`config.mk`:
```
export PLATFORM = sky130hd
export DESIGN_NAME = prog_sequencer
export DESIGN_NICKNAME = d
export VERILOG_FILES = /design/src/rtl/seq_pkg.sv /design/src/rtl/jump_lut.sv /design/src/rtl/prog_sequencer.sv
export SDC_FILE = /design/constraint.sdc
export NUM_CORES = 1
export LEC_CHECK = 0
export CORE_MARGIN = 5
export CORE_UTILIZATION = 30
export CTS_BUF_LIST = sky130_fd_sc_hd__clkbuf_4 sky130_fd_sc_hd__clkbuf_8
export CTS_CLUSTER_SIZE = 40
export DETAILED_ROUTE_END_ITERATION = 10
export DONT_BUFFER_PORTS = 1
export PLACE_DENSITY_LB_ADDON = 0.05
export SLEW_MARGIN = 20
export SYNTH_ARGS = -nofsm -noshare
export SYNTH_HDL_FRONTEND = slang
export SYNTH_SLANG_ARGS = --single-unit
```
`constraint.sdc`:
```
create_clock -name clk -period 3.3 [get_ports clk]
set_input_delay 0.825 -clock clk [delete_from_list [all_inputs] [get_ports clk]]
set_output_delay 0.825 -clock clk [all_outputs]
set_load 0.03 [all_outputs]
```
`src/rtl/seq_pkg.sv`:
```
// Shared constants and types for the program sequencer.
// Default program map and jump table for the 9-bit RISC core.
package seq_pkg;

  typedef enum logic [1:0] {
    IDLE = 2'd0,
    RUN  = 2'd1,
    DONE = 2'd2
  } state_e;

  // Entry 0 sits in the least significant word.
  localparam logic [2:0][31:0] START_ADDR = {
    32'd128, 32'd64, 32'd0
  };

  localparam logic [2:0][31:0] HALT_ADDR = {
    32'd200, 32'd100, 32'd58
  };

  // Entry 3 jumps to 20; every other entry is 0.
  localparam logic [31:0][31:0] JUMP_LUT =
    1024'd20 << 96;

endpackage

```
`src/rtl/jump_lut.sv`:
```
// Branch target table: jump pointer to PC.
// Purely combinational.
module jump_lut
  import seq_pkg::*;
#(
  parameter int JPTR_W = 5,
  parameter int PC_W   = 12,
  parameter logic [2**JPTR_W-1:0][31:0] LUT =
    JUMP_LUT
) (
  input  logic [JPTR_W-1:0] Jptr,
  output logic [PC_W-1:0]   target
);

  assign target = PC_W'(LUT[Jptr]);

endmodule

```
`src/rtl/prog_sequencer.sv`:
```
// Program sequencer: PC, branch resolution, per-program
// start/halt, stall, cycle count, timeout and handshake.
module prog_sequencer
  import seq_pkg::*;
#(
  parameter int PC_W       = 12,
  parameter int JPTR_W     = 5,
  parameter int NUM_PROGS  = 3,
  parameter int CNT_W      = 16,
  parameter int MAX_CYCLES = 4096,
  parameter int SEL_W      =
    (NUM_PROGS > 1) ? $clog2(NUM_PROGS) : 1,
  parameter logic [NUM_PROGS-1:0][31:0] START_TBL =
    START_ADDR,
  parameter logic [NUM_PROGS-1:0][31:0] HALT_TBL =
    HALT_ADDR,
  parameter logic [2**JPTR_W-1:0][31:0] JUMP_TBL =
    JUMP_LUT
) (
  input  logic              clk,
  input  logic              reset,
  input  logic              start,
  input  logic [SEL_W-1:0]  prog_sel,
  input  logic              Jen,
  input  logic              Brc_J,
  input  logic [JPTR_W-1:0] Jptr,
  input  logic              stall,
  output logic [PC_W-1:0]   PC,
  output logic              busy,
  output logic              done,
  output logic              timeout,
  output logic              bad_sel,
  output logic [CNT_W-1:0]  cycles
);

  state_e           state_q, state_d;
  logic [PC_W-1:0]  pc_q, pc_d;
  logic [CNT_W-1:0] cyc_q, cyc_d;
  logic [SEL_W-1:0] prog_q, prog_d;
  logic             to_q, to_d;
  logic             bad_q, bad_d;
  logic [PC_W-1:0]  target;
  logic             sel_ok;
  logic             at_halt;
  logic             at_limit;

  jump_lut #(
    .JPTR_W (JPTR_W),
    .PC_W   (PC_W),
    .LUT    (JUMP_TBL)
  ) u_lut (
    .Jptr   (Jptr),
    .target (target)
  );

  assign sel_ok   = int'(prog_sel) < NUM_PROGS;
  assign at_halt  =
    pc_q == PC_W'(HALT_TBL[prog_q]);
  assign at_limit =
    cyc_q == CNT_W'(MAX_CYCLES - 1);

  always_comb begin
    state_d = state_q;
    pc_d    = pc_q;
    cyc_d   = cyc_q;
    prog_d  = prog_q;
    to_d    = to_q;
    bad_d   = 1'b0;
    unique case (state_q)
      IDLE: begin
        if (start && sel_ok) begin
          pc_d    = PC_W'(START_TBL[prog_sel]);
          prog_d  = prog_sel;
          cyc_d   = '0;
          to_d    = 1'b0;
          state_d = RUN;
        end else if (start) begin
          bad_d = 1'b1;
        end
      end
      RUN: begin
        // Exits freeze the counter at its last RUN value.
        if (at_halt) begin
          to_d    = 1'b0;
          state_d = DONE;
        end else if (at_limit) begin
          to_d    = 1'b1;
          state_d = DONE;
        end else begin
          cyc_d = cyc_q + 1'b1;
          if (stall) begin
            pc_d = pc_q;
          end else if (Jen && Brc_J) begin
            pc_d = target;
          end else begin
            pc_d = pc_q + 1'b1;
          end
        end
      end
      DONE: begin
        state_d = IDLE;
      end
      default: begin
        state_d = IDLE;
      end
    endcase
  end

  always_ff @(posedge clk) begin
    if (!reset) begin
      state_q <= IDLE;
      pc_q    <= '0;
      cyc_q   <= '0;
      prog_q  <= '0;
      to_q    <= 1'b0;
      bad_q   <= 1'b0;
    end else begin
      state_q <= state_d;
      pc_q    <= pc_d;
      cyc_q   <= cyc_d;
      prog_q  <= prog_d;
      to_q    <= to_d;
      bad_q   <= bad_d;
    end
  end

  assign PC      = pc_q;
  assign busy    = state_q == RUN;
  assign done    = state_q == DONE;
  assign timeout = to_q;
  assign bad_sel = bad_q;
  assign cycles  = cyc_q;

endmodule

```
==> results.json, run 1 <==
{
  "cts_sinks": 34,
  "final_common_cell": "dfxtp_1",
  "synth_edf_count": 0,
  "place_inst": 311,
  "gp_congestion": 0.703,
  "drive_above_1_share_pct": 14.0,
  "fin_crit_sh_pct": 76.2,
  "viasPerCell": 5.44,
  "p_per_area_nw_per_um2": 406,
  "nets": 259,
  "grt-ovfl-total": 0,
  "grt_pass1_vias": 1704,
  "stdcell_count": 319,
  "tightestPinTransition_ps": 580,
  "finalPower_w": 0.000872,
  "synth_cell_types": 49,
  "synth_top_cell_area_share_pct": 35.2,
  "dpl.hpwl_mm": 3.91,
  "cts_root_buffer": "clkbuf_8",
  "max_freq_ghz": 0.398,
  "synth_warnings": 0,
  "synthFlopType": "dfxtp_1",
  "dr.pass1.iters": 4,
  "drv_slew": 0,
  "core_um2": 6310,
  "clock_skew_ps": 5.19,
  "grt_first_pass_wirelength_mm": 9.03,
  "insertion_delay_ps": 290,
  "synth_top_area_cell": "dfxtp_1",
  "outcome": "completed",
  "drc": 0,
  "path_max_fanout": 15,
  "setup_viol": 0,
  "vias": 1735,
  "timing_hold_violations_final": 0,
  "io_buffers": 0,
  "rsz0062_at_grt": "false",
  "worstSetupEndpointType": "flop",
  "ys_async_sr_fraction_pct": 0,
  "post_cts_buffers": 0,
  "grt_usage_pct": 13.6,
  "yosys-top-cells-area": "dfxtp_1 35%, nand2_1 5.8%, nand3_1 3.9%",
  "path_class": "flop to flop",
  "drtIter0Drc": 53,
  "fin_crit_ps": 2510,
  "clkTransAtPathRegs_ps": 80,
  "initial_core_util_pct": 30.6,
  "most-common-layout-cells": "34 x dfxtp_1, 30 x nand2_1, 15 x nor2_1, 15 x nand3_1, 11 x o21ai_0",
  "vdd_drop_max_v": 0.000164,
  "cts_made_buffers": 5,
  "antenna_found_initial": 0,
  "ios": 45,
  "hold_path_class": "flop to flop",
  "syn_to_final_growth_pct": 10.9,
  "slew-limit-headroom_pct": 61.2,
  "synth.cell_area_um2": 1930,
  "routedWlPerCell_um": 17.4,
  "leakagePower_nw": 0.765,
  "fill_cells": 700,
  "die_w_um": 90.3,
  "required_ps": 3480,
  "avgSynthCellArea_um2": 8.27,
  "maxCapViolations": 0,
  "hold_buffers": 0,
  "yosysSeqAreaShare_pct": 35.2,
  "ant_nets": 0,
  "wl_mm": 5.54,
  "ys_seq_elements": 34,
  "die_y_um": 90.3,
  "cp.arrival_ps": 2700,
  "tns_ps": 0,
  "tritoncts": "yes",
  "synth_cells": 234,
  "synth_fp_nets": 252,
  "cts_resized": 0,
  "clockBufferDepth": 2,
  "diodes": 0,
  "worstSetupStartpointType": "flop",
  "die_area_um2": 8150,
  "cts.htree.levels": 2,
  "grt_start_max_net_pins": 42,
  "num_rows": 29
}
==> critical path, stage by stage, from the launching register on <==
cell and delay [ps]:
dfxtp_1 590, ha_1 280, and3_4 230, nand4_1 250, nor2_1 250, o31a_2 360
and4b_1 230, o221a_1 210
==> stage by stage <==
step                hold slack, ps  instance area [um2]  setup slack (ps)  utilization [%]
global route                   594                 2150               606             34.0
detailed placement             513                 2050               766             32.5
floorplan                      484                 1930               973                -
global placement               502                 2050               800             32.5
CTS                            523                 2150               757             34.0
finish                         515                 2150               787             34.0
==> power breakdown <==
group | total, W | internal, W | switching (W)
logic | 0.0000964 | 0.0000356 | 0.0000608
clock network | 0.000341 | 0.000177 | 0.000164
registers | 0.000434 | 0.000417 | 0.0000168
==> path summary, 6_finish.rpt <==
check                  from         end  slack (ps)  cells past startpoint
setup / recovery  cycles[0]  cycles[11]         790                      7
hold / removal    prog_q[1]   prog_q[1]         510                      2
setup reg to reg  cycles[0]  cycles[11]         790                      7
hold reg to reg   prog_q[1]   prog_q[1]         510                      2
==> kinds of logic (layout without fill, tap and decap cells) <==
family          Yosys count  count (layout)  share of synthesized area [%]
compound gates           65              65                           24.3
mux                       2               2                           1.03
fa+ha+maj                 5               5                           3.23
xor+xnor                  5               5                           2.26
buf+inv                  12              20                           3.04
simple gates            111             111                           30.9
flops                    34              34                           35.2
==> cell usage after synthesis (5+ instances only) <==
cell / number
nand3b_1: 5
nor3_1: 5
o211ai_1: 10
nor2_1: 15
a21oi_1: 9
o21ai_0: 11
dfxtp_1: 34
nand2_1: 30
and3_1: 5
nand3_1: 15
o221a_2: 6
a31oi_1: 6
a21boi_1: 6
and2_1: 5
ha_1: 5
==> registers in the layout, summed over array words and instances, names as in the netlist <==
| register | cells |
|---|---|
| cycles | 16 |
| PC | 12 |
| prog_q | 2 |
| state_q | 2 |
| bad_sel | 1 |
| timeout | 1 |
==> metal layers <==
metal | part of all wire (%) | vias to the layer above | global-route usage [%]
met5 | 0 | - | 0
met4 | 1.2 | 0 | 4.71
met3 | 5.9 | 8 | 4.83
met2 | 49 | 36 | 23.0
met1 | 44 | 802 | 15.9
li1 | - | 889 | -
==> area by class of cell <==
type	instances	area, um2	area share [%]
timing repair buffer	9	67.6	3.15
clock inverter	1	5.00	0.233
sequential	34	681	31.7
clock buffer	7	90.1	4.20
tap	77	96.3	4.49
inverter	3	11.3	0.525
multi-input combinational	188	1190	55.7
No activity file was read; power rests on OpenSTA's default activity.
==> run 2: changes to the inputs <==
Clock period 3.3 ns to 2.39 ns, I/O delays scaled along.
==> results.json, run 2 (synthesis gave the netlist of run 1 again) <==
{
  "syn_to_final_growth_pct": 22.2,
  "cts.htree.levels": 2,
  "clockBufferDepth": 2,
  "tightestPinTransition_ps": 594,
  "initial_core_util_pct": 30.6,
  "drtIter0Drc": 64,
  "most-common-layout-cells": "37 x buf_4, 34 x dfxtp_1, 30 x nand2_1",
  "leakagePower_nw": 0.915,
  "diodes": 0,
  "cts_sinks": 34,
  "grt_pass1_vias": 1934,
  "path_class": "flop to flop",
  "wl_mm": 5.77,
  "holdCritStartpoint": "reset",
  "gp_congestion": 0.736,
  "grt-ovfl-total": 0,
  "hold_path_class": "input port to flop",
  "crit_path_cell_trace": "inv_1, ha_1, or3_1, a211oi_4, o31a_2, and4b_1, o221a_1",
  "tritoncts": "yes",
  "setup_viol": 0,
  "maxCapViolations": 0,
  "rr_worst_depth": 7,
  "final_common_cell": "buf_4",
  "p_per_area_nw_per_um2": 513,
  "crit_buf_inv": 1,
  "fin_crit_ps": 2230,
  "nets": 287,
  "rsz0062_at_grt": "true",
  "worst_path_max_delay_cell": "dfxtp_1",
  "reg2reg_slack_ps": 160,
  "core_um2": 6310,
  "slew-limit-headroom_pct": 60.3,
  "max_freq_ghz": 0.448,
  "io_buffers": 0,
  "grt_usage_pct": 14.8,
  "drive_above_1_share_pct": 23.0,
  "timing_hold_violations_final": 0,
  "tns_ps": 0,
  "ios": 45,
  "routedWlPerCell_um": 16.6,
  "clkTransAtPathRegs_ps": 70,
  "path_max_fanout": 9,
  "die_w_um": 90.3,
  "min_to": "PC[4]",
  "drc": 0,
  "cts_resized": 0,
  "largest_register_ffs": 16,
  "antenna_found_initial": 0,
  "hold_buffers": 0,
  "drv_slew": 0,
  "clock_skew_ps": 5.06,
  "die_area_um2": 8150,
  "vdd_drop_max_v": 0.000290,
  "vias": 1872,
  "dpl.hpwl_mm": 4.26,
  "post_dp_cell_area_um2": 2260,
  "worstSetupEndpointType": "flop",
  "r2r-end": "cycles[11]",
  "crit_family": "compound AO/OA/AOI/OAI gates",
  "required_ps": 2570,
  "fin_crit_sh_pct": 93.3,
  "grt_first_pass_wirelength_mm": 9.93,
  "reg2reg_from": "prog_q[1]",
  "post_cts_buffers": 0,
  "cts_root_buffer": "clkbuf_8",
  "die_y_um": 90.3,
  "worstSetupStartpointType": "flop",
  "cts_made_buffers": 5,
  "num_rows": 29,
  "stdcell_area_um2": 2360,
  "grt_start_max_net_pins": 42,
  "max_stage_delay_ps": 380,
  "dr.pass1.iters": 4,
  "cp.arrival_ps": 2410,
  "ant_nets": 0,
  "insertion_delay_ps": 290,
  "outcome": "completed",
  "viasPerCell": 5.39,
  "whs_path_depth": 1
}
==> run 2: changes by cell type in the layout (fill, tap and decap cells not counted) <==
cell      change
a211oi_4      +1
a211oi_2      -1
buf_4        +28
==> run 2: worst max-delay path by stage <==
stage | endpoint | slack [ps] | depth (start not counted) | startpoint
after floorplan | cycles[15] | 190 | 7 | cycles[0]
after global placement | PC[2] | 200 | 7 | prog_q[1]
after detailed placement | cycles[11] | 120 | 7 | prog_q[1]
after CTS | cycles[11] | 90 | 7 | prog_q[1]
after global routing | cycles[13] | -30 | 8 | prog_q[1]
final | cycles[11] | 160 | 7 | prog_q[1]
==> run 2: final cells by class <==
| cell class | count | area (um2) |
|---|---|---|
| Clock buffer | 7 | 90.1 |
| Timing Repair Buffer | 37 | 278 |
| Multi-Input combinational cell | 188 | 1200 |
| Clock inverter | 1 | 5.00 |
| Fill cell | 681 | 3950 |
| Sequential cell | 34 | 681 |
| Inverter | 3 | 11.3 |
| Tap cell | 77 | 96.3 |
==> run 2: layer usage <==
metal	wire length [um]	vias to the layer above	GRT usage, %	part of all wire, %
met5	0	-	0	0
li1	-	941	-	-
met1	2490	884	16.7	43
met3	373	9	5.50	6.5
met2	2820	38	25.6	49
met4	93	0	4.96	1.6
==> run 2: through the flow <==
| stage | util [%] | cells | hold WS (ps) | worst slack (ps) | power [W] |
|---|---|---|---|---|---|
| 2_1_floorplan | - | 234 | 484 | 186 | 0.000722 |
| 3_3_place_gp | 35.8 | 339 | 503 | 200 | 0.000762 |
| 3_5_place_dp | 35.8 | 339 | 518 | 119 | 0.000763 |
| 4_1_cts | 37.3 | 347 | 428 | 86.3 | 0.00124 |
| 5_1_grt | 37.4 | 347 | 439 | -28.3 | 0.00128 |
| 6_report | 37.4 | 347 | 451 | 160 | 0.00121 |
==> run 2: power by group <==
group	total, W	internal (W)	switching, W	leakage (nW)
Combinational	0.000163	0.0000601	0.000102	0.588
Sequential	0.000586	0.000576	0.00000982	0.275
Clock	0.000464	0.000244	0.000220	0.0517
